===== src/rtl/microwave_power_controller.sv =====
`default_nettype none
// +----------------------------------------------------------------------------+
// | Module   : microwave_power_controller                                      |
// | Purpose  : Keypad time entry, power duty cycling, pause/resume, +30 s and  |
// |            end-of-cook beep in one synchronous FSM with BCD countdown.     |
// | Revision : 1.0 - initial release                                           |
// +----------------------------------------------------------------------------+
module microwave_power_controller #(
  parameter int CLK_HZ      = 100,
  parameter int MIN_DIGITS  = 1,
  parameter int DUTY_WINDOW = 10,
  parameter int BEEP_S      = 3
) (
  input  logic                    clock,
  input  logic                    clrn,
  input  logic [9:0]              keypad,
  input  logic                    key_power,
  input  logic                    startn,
  input  logic                    stopn,
  input  logic                    clearn,
  input  logic                    door_closed,
  output logic [3:0]              sec_ones,
  output logic [3:0]              sec_tens,
  output logic [4*MIN_DIGITS-1:0] mins,
  output logic [3:0]              power_level,
  output logic                    mag_on,
  output logic                    cooking,
  output logic                    done_beep
);
  localparam int MW    = 4 * MIN_DIGITS;
  localparam int TW    = MW + 8;
  localparam int DIV_W = (CLK_HZ > 1) ? $clog2(CLK_HZ) : 1;
  localparam int PH_W  = (DUTY_WINDOW > 1) ? $clog2(DUTY_WINDOW) : 1;
  localparam int BP_W  = (BEEP_S > 1) ? $clog2(BEEP_S) : 1;
  localparam logic [DIV_W-1:0] DIV_MAX  = DIV_W'(CLK_HZ - 1);
  localparam logic [PH_W-1:0]  PH_MAX   = PH_W'(DUTY_WINDOW - 1);
  localparam logic [BP_W-1:0]  BP_MAX   = BP_W'(BEEP_S - 1);
  localparam logic [MW-1:0]    MINS_MAX = {MIN_DIGITS{4'h9}};
  localparam logic [TW-1:0]    TIME_30S = {{MW{1'b0}}, 8'h30};

  typedef enum logic [2:0] {
    S_IDLE, S_ENTRY, S_POWER_SET, S_COOK, S_PAUSED, S_DONE
  } state_t;

  state_t           state_q, state_d, ret_q, ret_d;
  logic [TW-1:0]    time_q, time_d, t_next;
  logic [3:0]       power_q, power_d;
  logic [DIV_W-1:0] div_q, div_d;
  logic [PH_W-1:0]  phase_q, phase_d;
  logic [BP_W-1:0]  beep_q, beep_d;
  logic             mag_on_q, mag_on_d, cooking_q, cooking_d, done_beep_q, done_beep_d;
  logic             startn_q, stopn_q, key_power_q;
  logic [9:0]       keypad_q;
  logic [3:0]       key_val;
  logic             start_ev, stop_ev, pwr_ev, key_ev, clr, tick, fresh_cook;

  function automatic logic [MW-1:0] mins_dec(input logic [MW-1:0] m);
    logic [MW-1:0] r;
    logic          borrow;
    r      = m;
    borrow = 1'b1;
    for (int i = 0; i < MIN_DIGITS; i++) begin
      if (borrow) begin
        if (m[4*i +: 4] == 4'd0) r[4*i +: 4] = 4'd9;
        else begin
          r[4*i +: 4] = m[4*i +: 4] - 4'd1;
          borrow      = 1'b0;
        end
      end
    end
    return r;
  endfunction

  // Returns {carry_out, incremented minutes}
  function automatic logic [MW:0] mins_inc(input logic [MW-1:0] m);
    logic [MW-1:0] r;
    logic          carry;
    r     = m;
    carry = 1'b1;
    for (int i = 0; i < MIN_DIGITS; i++) begin
      if (carry) begin
        if (m[4*i +: 4] == 4'd9) r[4*i +: 4] = 4'd0;
        else begin
          r[4*i +: 4] = m[4*i +: 4] + 4'd1;
          carry       = 1'b0;
        end
      end
    end
    return {carry, r};
  endfunction

  function automatic logic [TW-1:0] time_dec(input logic [TW-1:0] t);
    logic [MW-1:0] m;
    logic [3:0]    tn, o;
    {m, tn, o} = t;
    if (o != 4'd0) o = o - 4'd1;
    else begin
      o = 4'd9;
      if (tn != 4'd0) tn = tn - 4'd1;
      else begin
        tn = 4'd5;
        m  = mins_dec(m);
      end
    end
    return {m, tn, o};
  endfunction

  function automatic logic [TW-1:0] time_add30(input logic [TW-1:0] t);
    logic [MW-1:0] m;
    logic [3:0]    tn, o;
    logic [MW:0]   inc;
    {m, tn, o} = t;
    inc = mins_inc(m);
    if (tn < 4'd3) tn = tn + 4'd3;
    else if (inc[MW]) begin
      m  = MINS_MAX;
      tn = 4'd5;
      o  = 4'd9;
    end else begin
      m  = inc[MW-1:0];
      tn = tn - 4'd3;
    end
    return {m, tn, o};
  endfunction

  always_comb begin
    key_val = 4'd0;
    for (int i = 0; i < 10; i++) if (keypad[i]) key_val = 4'(i);
  end

  assign start_ev = ~startn & startn_q;
  assign stop_ev  = ~stopn & stopn_q;
  assign pwr_ev   = key_power & ~key_power_q;
  assign key_ev   = (keypad_q == 10'd0) && (keypad != 10'd0) && ((keypad & (keypad - 10'd1)) == 10'd0);
  assign clr      = ~clearn;
  assign tick     = (div_q == DIV_MAX);

  always_comb begin
    state_d = state_q;
    ret_d   = ret_q;
    time_d  = time_q;
    power_d = power_q;
    t_next  = time_q;
    // Decrement first, then +30 s, so a coincident tick is never lost
    if (state_q == S_COOK && tick)     t_next = time_dec(time_q);
    if (state_q == S_COOK && start_ev) t_next = time_add30(t_next);

    if (clr) begin
      state_d = S_IDLE;
      time_d  = '0;
      power_d = 4'd10;
    end else begin
      case (state_q)
        S_IDLE: begin
          if (stop_ev) begin
          end else if (start_ev) begin
            if (door_closed) begin
              time_d  = TIME_30S;
              state_d = S_COOK;
            end
          end else if (pwr_ev) begin
            ret_d   = S_IDLE;
            state_d = S_POWER_SET;
          end else if (key_ev) begin
            time_d  = {{(TW-4){1'b0}}, key_val};
            state_d = S_ENTRY;
          end
        end
        S_ENTRY: begin
          if (stop_ev) begin
          end else if (start_ev) begin
            if (door_closed && time_q != '0) state_d = S_COOK;
          end else if (pwr_ev) begin
            ret_d   = S_ENTRY;
            state_d = S_POWER_SET;
          end else if (key_ev) begin
            time_d = {time_q[TW-5:0], key_val};
          end
        end
        S_POWER_SET: begin
          if (key_ev) begin
            power_d = (key_val == 4'd0) ? 4'd10 : key_val;
            state_d = ret_q;
          end
        end
        S_COOK: begin
          if (stop_ev || !door_closed) state_d = S_PAUSED;
          else begin
            time_d = t_next;
            if (t_next == '0) state_d = S_DONE;
          end
        end
        S_PAUSED: begin
          if (stop_ev) begin
            state_d = S_IDLE;
            time_d  = '0;
          end else if (start_ev && door_closed) state_d = S_COOK;
        end
        S_DONE: begin
          if (stop_ev || start_ev || pwr_ev || key_ev) state_d = S_IDLE;
          else if (tick && beep_q == BP_MAX)           state_d = S_IDLE;
        end
        default: state_d = S_IDLE;
      endcase
    end
  end

  always_comb begin
    div_d      = div_q;
    phase_d    = phase_q;
    beep_d     = beep_q;
    fresh_cook = (state_d == S_COOK) && (state_q == S_IDLE || state_q == S_ENTRY);
    // Transitions not listed here (notably into/out of PAUSED) hold the divider and phase
    if (fresh_cook) begin
      div_d   = '0;
      phase_d = '0;
    end else if (state_d == S_DONE && state_q != S_DONE) begin
      div_d  = '0;
      beep_d = '0;
    end else if (state_d == state_q && (state_q == S_COOK || state_q == S_DONE)) begin
      div_d = tick ? '0 : div_q + 1'b1;
      if (tick && state_q == S_COOK) phase_d = (phase_q == PH_MAX) ? '0 : phase_q + 1'b1;
      if (tick && state_q == S_DONE) beep_d = beep_q + 1'b1;
    end
    cooking_d   = (state_d == S_COOK);
    done_beep_d = (state_d == S_DONE);
    mag_on_d    = cooking_d && door_closed
                  && (int'(phase_d) < (int'(power_d) * DUTY_WINDOW) / 10);
  end

  always_ff @(posedge clock or negedge clrn) begin
    if (!clrn) begin
      state_q     <= S_IDLE;
      ret_q       <= S_IDLE;
      time_q      <= '0;
      power_q     <= 4'd10;
      div_q       <= '0;
      phase_q     <= '0;
      beep_q      <= '0;
      mag_on_q    <= 1'b0;
      cooking_q   <= 1'b0;
      done_beep_q <= 1'b0;
      startn_q    <= 1'b1;
      stopn_q     <= 1'b1;
      key_power_q <= 1'b0;
      keypad_q    <= '0;
    end else begin
      state_q     <= state_d;
      ret_q       <= ret_d;
      time_q      <= time_d;
      power_q     <= power_d;
      div_q       <= div_d;
      phase_q     <= phase_d;
      beep_q      <= beep_d;
      mag_on_q    <= mag_on_d;
      cooking_q   <= cooking_d;
      done_beep_q <= done_beep_d;
      startn_q    <= startn;
      stopn_q     <= stopn;
      key_power_q <= key_power;
      keypad_q    <= keypad;
    end
  end

  assign sec_ones    = time_q[3:0];
  assign sec_tens    = time_q[7:4];
  assign mins        = time_q[TW-1:8];
  assign power_level = power_q;
  assign mag_on      = mag_on_q;
  assign cooking     = cooking_q;
  assign done_beep   = done_beep_q;

endmodule
`default_nettype wire


===== config.mk =====
export PLATFORM = sky130hd
export DESIGN_NAME = microwave_power_controller
export DESIGN_NICKNAME = d
export VERILOG_FILES = /design/src/rtl/microwave_power_controller.sv
export SDC_FILE = /design/constraint.sdc
export NUM_CORES = 1
export LEC_CHECK = 0
export ABC_AREA = 1
export BUFFER_PORTS_ARGS = -buffer_cell sky130_fd_sc_hd__clkbuf_2
export CAP_MARGIN = 20
export CORE_UTILIZATION = 55
export CTS_CLUSTER_SIZE = 24
export DETAILED_ROUTE_END_ITERATION = 8
export GPL_ROUTABILITY_DRIVEN = 0
export PLACE_DENSITY = 0.83
export SKIP_CTS_REPAIR_TIMING = 1
export SLEW_MARGIN = 25
export SYNTH_ARGS = -nofsm -noshare
export SYNTH_HDL_FRONTEND = slang
export SYNTH_SLANG_ARGS = --single-unit

===== constraint.sdc =====
create_clock -name clock -period 7.8 [get_ports clock]
set_input_delay 1.95 -clock clock [delete_from_list [all_inputs] [get_ports clock]]
set_output_delay 1.95 -clock clock [all_outputs]
set_load 0.05 [all_outputs]

# --- After elaboration in Yosys (flattened, before gate mapping) ---
# Cells that the tools add are included.
op_classes:
  magnitude_cmp: 2
  reduce_logical: 37
  div: 1
  n_addsub: 10
  eq_ne: 30
  multipliers: 1
  bitwise: 8
  n_mux: 80
ops:
  columns: ["cell", "n"]
  rows:
  - ["$mux 12", 14]
  - ["$mux 4", 29]
  - ["$mux 3", 23]
  - ["$pmux 12 s4", 1]
  - ["$div 32x5->32 const B", 1]
  - ["$lt 5x32->1", 1]
  - ["$mux 7", 4]
  - ["$ne 3x3->1 const B", 8]
  - ["$logic_not 10->1", 2]
  - ["$pmux 3 s6", 1]
  - ["$logic_and 1x1->1", 13]
  - ["$logic_not 12->1", 1]
  - ["$ne 2x2->1 const B", 6]
  - ["$ne 4x4->1 const B", 3]
  - ["$reduce_bool 12->1", 1]
  - ["$sub 4x1->4 const B", 3]
  - ["$reduce_and 11->1", 1]
  - ["$and 10x10->10", 1]
  - ["$reduce_bool 10->1", 1]
  - ["$sub 10x1->10 const B", 1]
  - ["$eq 3x2->1 const B", 3]
  - ["$eq 3x3->1 const B", 3]
  - ["$add 4x1->4 const B", 2]
  - ["$eq 4x4->1 const B", 2]
  - ["25 further kinds", 44]
word_totals:
  out_inout_bits: 19
  regBits: 51

# --- Depth between registers and ports, before layout ---
depth:
  word_depth: 23
  ltp_mapped: 40

# --- Worst setup path before layout ---
# No wires, ideal clock.
synth_path:
  path_kind: "input-to-reg"
  startpoint: "input port keypad[0]"
  endpoint: "register mag_on_q (netlist: mag_on)"
  path_slack_ns: 1.825
  path_stages: 33
  arrival_time_ns: 5.862
  n_path_buf: 1
  cell_sequence: "nor2_1 nand2_1 nor2_2 a21boi_0 nor2_1 nand3_2 nand2_1 and3_1 clkbuf_1 inv_1 ha_1 ha_1 inv_1 fa_1 inv_1 o211ai_1 nand2_1 nand4_1 nand2_2 nand2_1 nand3_1 nand2_1 nand2_1 nand4_1 inv_1 ha_1 nand2_1 inv_1 nand2_1 nand2_1 nand2_1 nand2_1 nor2_2"
synth_rtl:
  columns: ["element", "line_no", "source"]
  rows:
  - ["from (decl)", "16", "input logic [9:0] keypad,"]
  - ["$sub 10x1->10", "134", "assign key_ev = (keypad_q == 10'd0) && (keypad != 10'd0) && ((keypad & (keypad - 10'd1)) == 10'd0);"]
  - ["$and 10x10->10", "134", null]
  - ["$logic_not 10->1", "134", null]
  - ["$logic_and 1x1->1 *", "134", null]
  - ["$mux 4 *", "181", "if (key_ev) begin"]
  - ["$mux 4 *", "153", "case (state_q)"]
  - ["$mux 4 *", "148", "if (clr) begin"]
  - ["net power_d[1]", "47", "logic [3:0] power_q, power_d;"]
  - ["$mul 4x3->7 *", "228", "&& (int'(phase_d) < (int'(power_d) * DUTY_WINDOW) / 10);"]
  - ["$div 32x5->32 *", "228", null]
  - ["$lt 5x32->1 *", "228", null]
  - ["$logic_and 1x1->1 *", "228", null]
  - ["net mag_on_d", "51", "logic mag_on_q, mag_on_d, cooking_q, cooking_d, done_beep_q, done_beep_d;"]
  - ["to (signal assigned)", "255", "mag_on_q <= mag_on_d;"]
  - ["to (decl)", "51", null]
# The timed path passes the listed nets; every way through them passes the cells marked *.
# A chain may end at the register's enable or synchronous reset.

# --- Final worst setup path ---
# Ends and elaborated chain as after synthesis.

==> results by stage <==
Placement:
- The worst-case setup slack after placement is 1.13 ns.
- The count of buffers from port buffering is 35.
- Including well taps, the total number of placed cells is 718.
- The wire-length estimate of the detail-placed layout is 7670 µm.

Global routing:
- The total congestion overflow is 0.
- The maximum number of pins on one net before global-route repair is 50.
- The number of global-route vias before repair was 3,988.
- The wire length of the first global-routing pass is 17,000 µm.
- The global-route total usage across every layer is 0.280.
- The number of antenna violations at the first check in global routing came to 0.

Critical path:
- The worst setup path is launched from an input pin.
- The slowest stage of the critical path belongs to the cell sky130_fd_sc_hd__fa_1.
- In this design, the critical path's most frequently occurring cell is sky130_fd_sc_hd__nand2_1.
- The kind of critical path is in -> reg.
- For the worst setup path, the data arrival time is 6.55 ns.
- For the worst setup path, the data required time is 8.01 ns.
- The length in cells of the worst reg-to-reg path is 31.
- The most critical setup path has its startpoint at keypad[0].
- STA classifies the critical path endpoint as a register.
- The delay contributed by the slowest stage of the critical path is 0.53 ns.
- The minimum setup slack among reg-to-reg paths is 2.89 ns.
- The critical-path maximum fanout is 7.
- In this run the critical register-to-register path is launched from state_q[1]$_DFF_PN0_.
- The endpoint of the worst register-to-register path is mag_on$_DFF_PN0_.

Clocking:
- The TritonCTS clock tree is built.
- The buffer cell driving the clock tree root is sky130_fd_sc_hd__clkbuf_8.
- The number of clock sinks seen by CTS is 49.
- The clock tree synthesis step divided the H-tree into 2 levels.
- The maximum count of clock buffers along a single path is 2.
- Counting the buffers created by CTS gives 5.
- The insertion delay of the later-clocked pin in the worst-skew pair is 0.31 ns.
- The CTS clock-pin slew for the worst setup and hold paths is 0.09 ns.

Power:
- For this design the total switching power over the nets is 0.261 mW.
- The maximum VDD drop is 0.0653 mV.
- The share of total power dissipated in the clock network is 0.260.
- The design draws 0.717 mW.
- The register share of total power is 0.446.
- The internal power of the cells is 0.457 mW.
- The total power density per cell area is 164 mW/mm².
- Of the total power, the share spent switching nets is 0.363.
- The part of the power in combinational logic is 0.294.
- The static leakage is 2.39 nW.

STA:
- The post-route setup TNS is 0 ns.
- The clock period minus final worst setup slack is 6.34 ns.
- Derived from the worst setup path, the maximum achievable clock frequency is 158 MHz.
- In the post-route analysis, the smallest setup slack over all paths is 1.46 ns.
- Setup repair after global routing left no endpoint under its margin.
- Dividing the final minimum period by the clock period gives 0.813.
- The final number of hold-violating endpoints is 0.
- The worst clock skew is 0.00947 ns.
- In this run the tightest slew margin relative to its limit is 0.493.
- The max-slew violation count is 0.
- For the pin with the worst max-slew slack, the measured transition is 0.757 ns.
- The total of endpoints with negative setup slack in the final report is 0.

Run status:
- The flow ran to the end, and the final reports show no timing, DRC or antenna violations.

Logic synthesis:
- Yosys mapped a number of flops with a built-in enable equal to 0.
- The simple-gate share of the synthesized area is 0.340.
- After synthesis, the netlist uses 49 different library cells.
- In the synthesized netlist, the number of instances is 592.
- Of the post-synthesis cell area, the dominant cell type holds 0.282.
- After synthesis, the share of cell area in mux cells is 0.00250.
- The share of the synthesized netlist area taken by xor and xnor gates is 0.0260.
- By count the netlist is led by sky130_fd_sc_hd__nand2_1, sky130_fd_sc_hd__inv_1, sky130_fd_sc_hd__nor2_1.
- The most used flip-flop cell after synthesis is sky130_fd_sc_hd__dfrtp_1.
- Synthesis inferred 49 register bits.
- When the netlist entered floorplanning its net count stood at 630.
- After synthesis, the cell types taking the most area are sky130_fd_sc_hd__dfrtp_1, sky130_fd_sc_hd__nand2_1, sky130_fd_sc_hd__inv_1, sky130_fd_sc_hd__ha_1, sky130_fd_sc_hd__nand3_1.
- After synthesis, the largest family of logic cells by area is simple AND/OR/NAND/NOR gates.
- The mean instance size in the synthesized netlist is 6.75 µm².
- The largest total area in the synthesized netlist belongs to sky130_fd_sc_hd__dfrtp_1.
- Counting flops with an async set or reset pin after synthesis yields a share of 1.00.
- The sequential-to-total area share from yosys stat is 0.308.
- During synthesis, Yosys emitted a total of 0 warnings.
- By instance count, the leading cell after synthesis is sky130_fd_sc_hd__nand2_1.
- The fraction of the mapped netlist area in adder cells is 0.0676.
- The netlist area before placement is 0.00400 mm².
- The compound-cell area share of the yosys netlist is 0.137.

Floorplan:
- The effective utilization at floorplan is 0.579.
- The number of rows created at floorplan is 30.
- In this run the standard cell core region covers 0.00691 mm².
- The number of ports placed on the die boundary is 36.
- The die width is 87.2 µm.
- The die outline area is 0.00761 mm².
- The overall die height is 87.2 µm.

Cells and area:
- The area growth from synthesis to layout is 9.58%.
- The net total in the final layout is 667.
- After the flow finishes, the layout carries non-filler instances totaling 726.
- The number of antenna diodes in the final layout is 0.
- Of the cells placed in the final design, the portion with a size suffix greater than 1 is 0.127.

Drt:
- The detailed router's first-iteration violation count is 349.
- The residual antenna-violating net count after detailed routing is 0.
- The number of vias per cell after detailed routing is 5.67.
- The first detailed-routing pass ran for 6 iterations.
- In the routed design, unresolved DRC markers number 0.
- Wires add up to 9840 µm.
- Across all layers, the routed design uses 4,117 vias.
- After detailed routing, the average wire length per cell comes to 13.6 µm.

Run:
- Max-cap violations in this run came to 0.

Worst hold path:
- The terminating pin of the worst hold path is div_q[0]$_DFFE_PN0P_.
- The worst hold path belongs to the class reg -> reg.
- The startpoint identified for the worst hold timing path is div_q[0]$_DFFE_PN0P_.
- Counting instances, the worst hold path has a depth of 1.
## worst max path at each step
| stage | end | slack (ns) |
|---|---|---|
| CTS | mag_on$_DFF_PN0_ | 1.47 |
| finish | mag_on$_DFF_PN0_ | 1.46 |
| floorplan | mag_on$_DFF_PN0_ | 1.83 |
| global route | mag_on$_DFF_PN0_ | 0.87 |
| global placement | mag_on$_DFF_PN0_ | 1.48 |
| detailed placement | mag_on$_DFF_PN0_ | 1.13 |
## area by class of cell
type,instances,area [µm²]
Inverter,118,443
Multi-Input combinational cell,419,2290
Sequential cell,49,1230
Clock buffer,6,72.6
Clock inverter,2,38.8
Fill cell,674,2530
Timing Repair Buffer,36,183
Tap cell,96,120
## per-stage QoR
stage | util | cell area (µm²) | hold WS, ns
floorplan | - | 4000 | 0.479
global placement | 0.618 | 4270 | 0.497
detailed placement | 0.618 | 4270 | 0.517
CTS | 0.634 | 4380 | 0.529
global route | 0.634 | 4380 | 0.556
finish | 0.634 | 4380 | 0.524
## worst max-delay path: cells and delay by family
family	cells	cell delay (ns)
AND/OR/NAND/NOR	24	2.63
adder cells (fa/ha/maj)	3	1.02
buffers and inverters	5	0.45
AO/OA/AOI/OAI	3	0.49
## registers in the layout (all words and copies together) (netlist names), 2 cells and up
signal / flops
beep_q: 2
div_q: 7
keypad_q: 10
phase_q: 4
power_level: 4
state_q: 3
time_q: 12
## cell usage in the layout, fill, tap and decap left out, drive strengths merged, types with 13 or more instances in the layout
cell type    n
dfrtp       45
nand3       52
inv        117
a21oi       15
nor2        60
nand4       14
ha          20
nand2      153
clkbuf      41
o22ai       15
nor3        13
o21ai       32
## cells by family after synthesis
| group | after synthesis |
|---|---|
| xor+xnor | 11 |
| flops | 49 |
| mux | 1 |
| buf+inv | 124 |
| compound gates | 88 |
| fa+ha+maj | 21 |
| simple gates | 298 |
## power by group through the flow
stage | clock network [mW] | registers (mW) | logic [mW]
after floorplan | 0 | 0.327 | 0.147
after global placement | 0 | 0.322 | 0.197
after detailed placement | 0 | 0.325 | 0.206
after CTS | 0.184 | 0.319 | 0.208
after global routing | 0.196 | 0.325 | 0.238
final | 0.187 | 0.320 | 0.211
## metal layers
metal  part of all wire  GRT usage  vias up  wire length, µm
met5                  0          0        -                0
met4              0.025      0.115        0              251
met2               0.48      0.477      196             4730
met3              0.080     0.0616       32              784
met1               0.41      0.344     1894             4080
li1                   -          -     1995                -
Power figures use the tool's default switching activity.
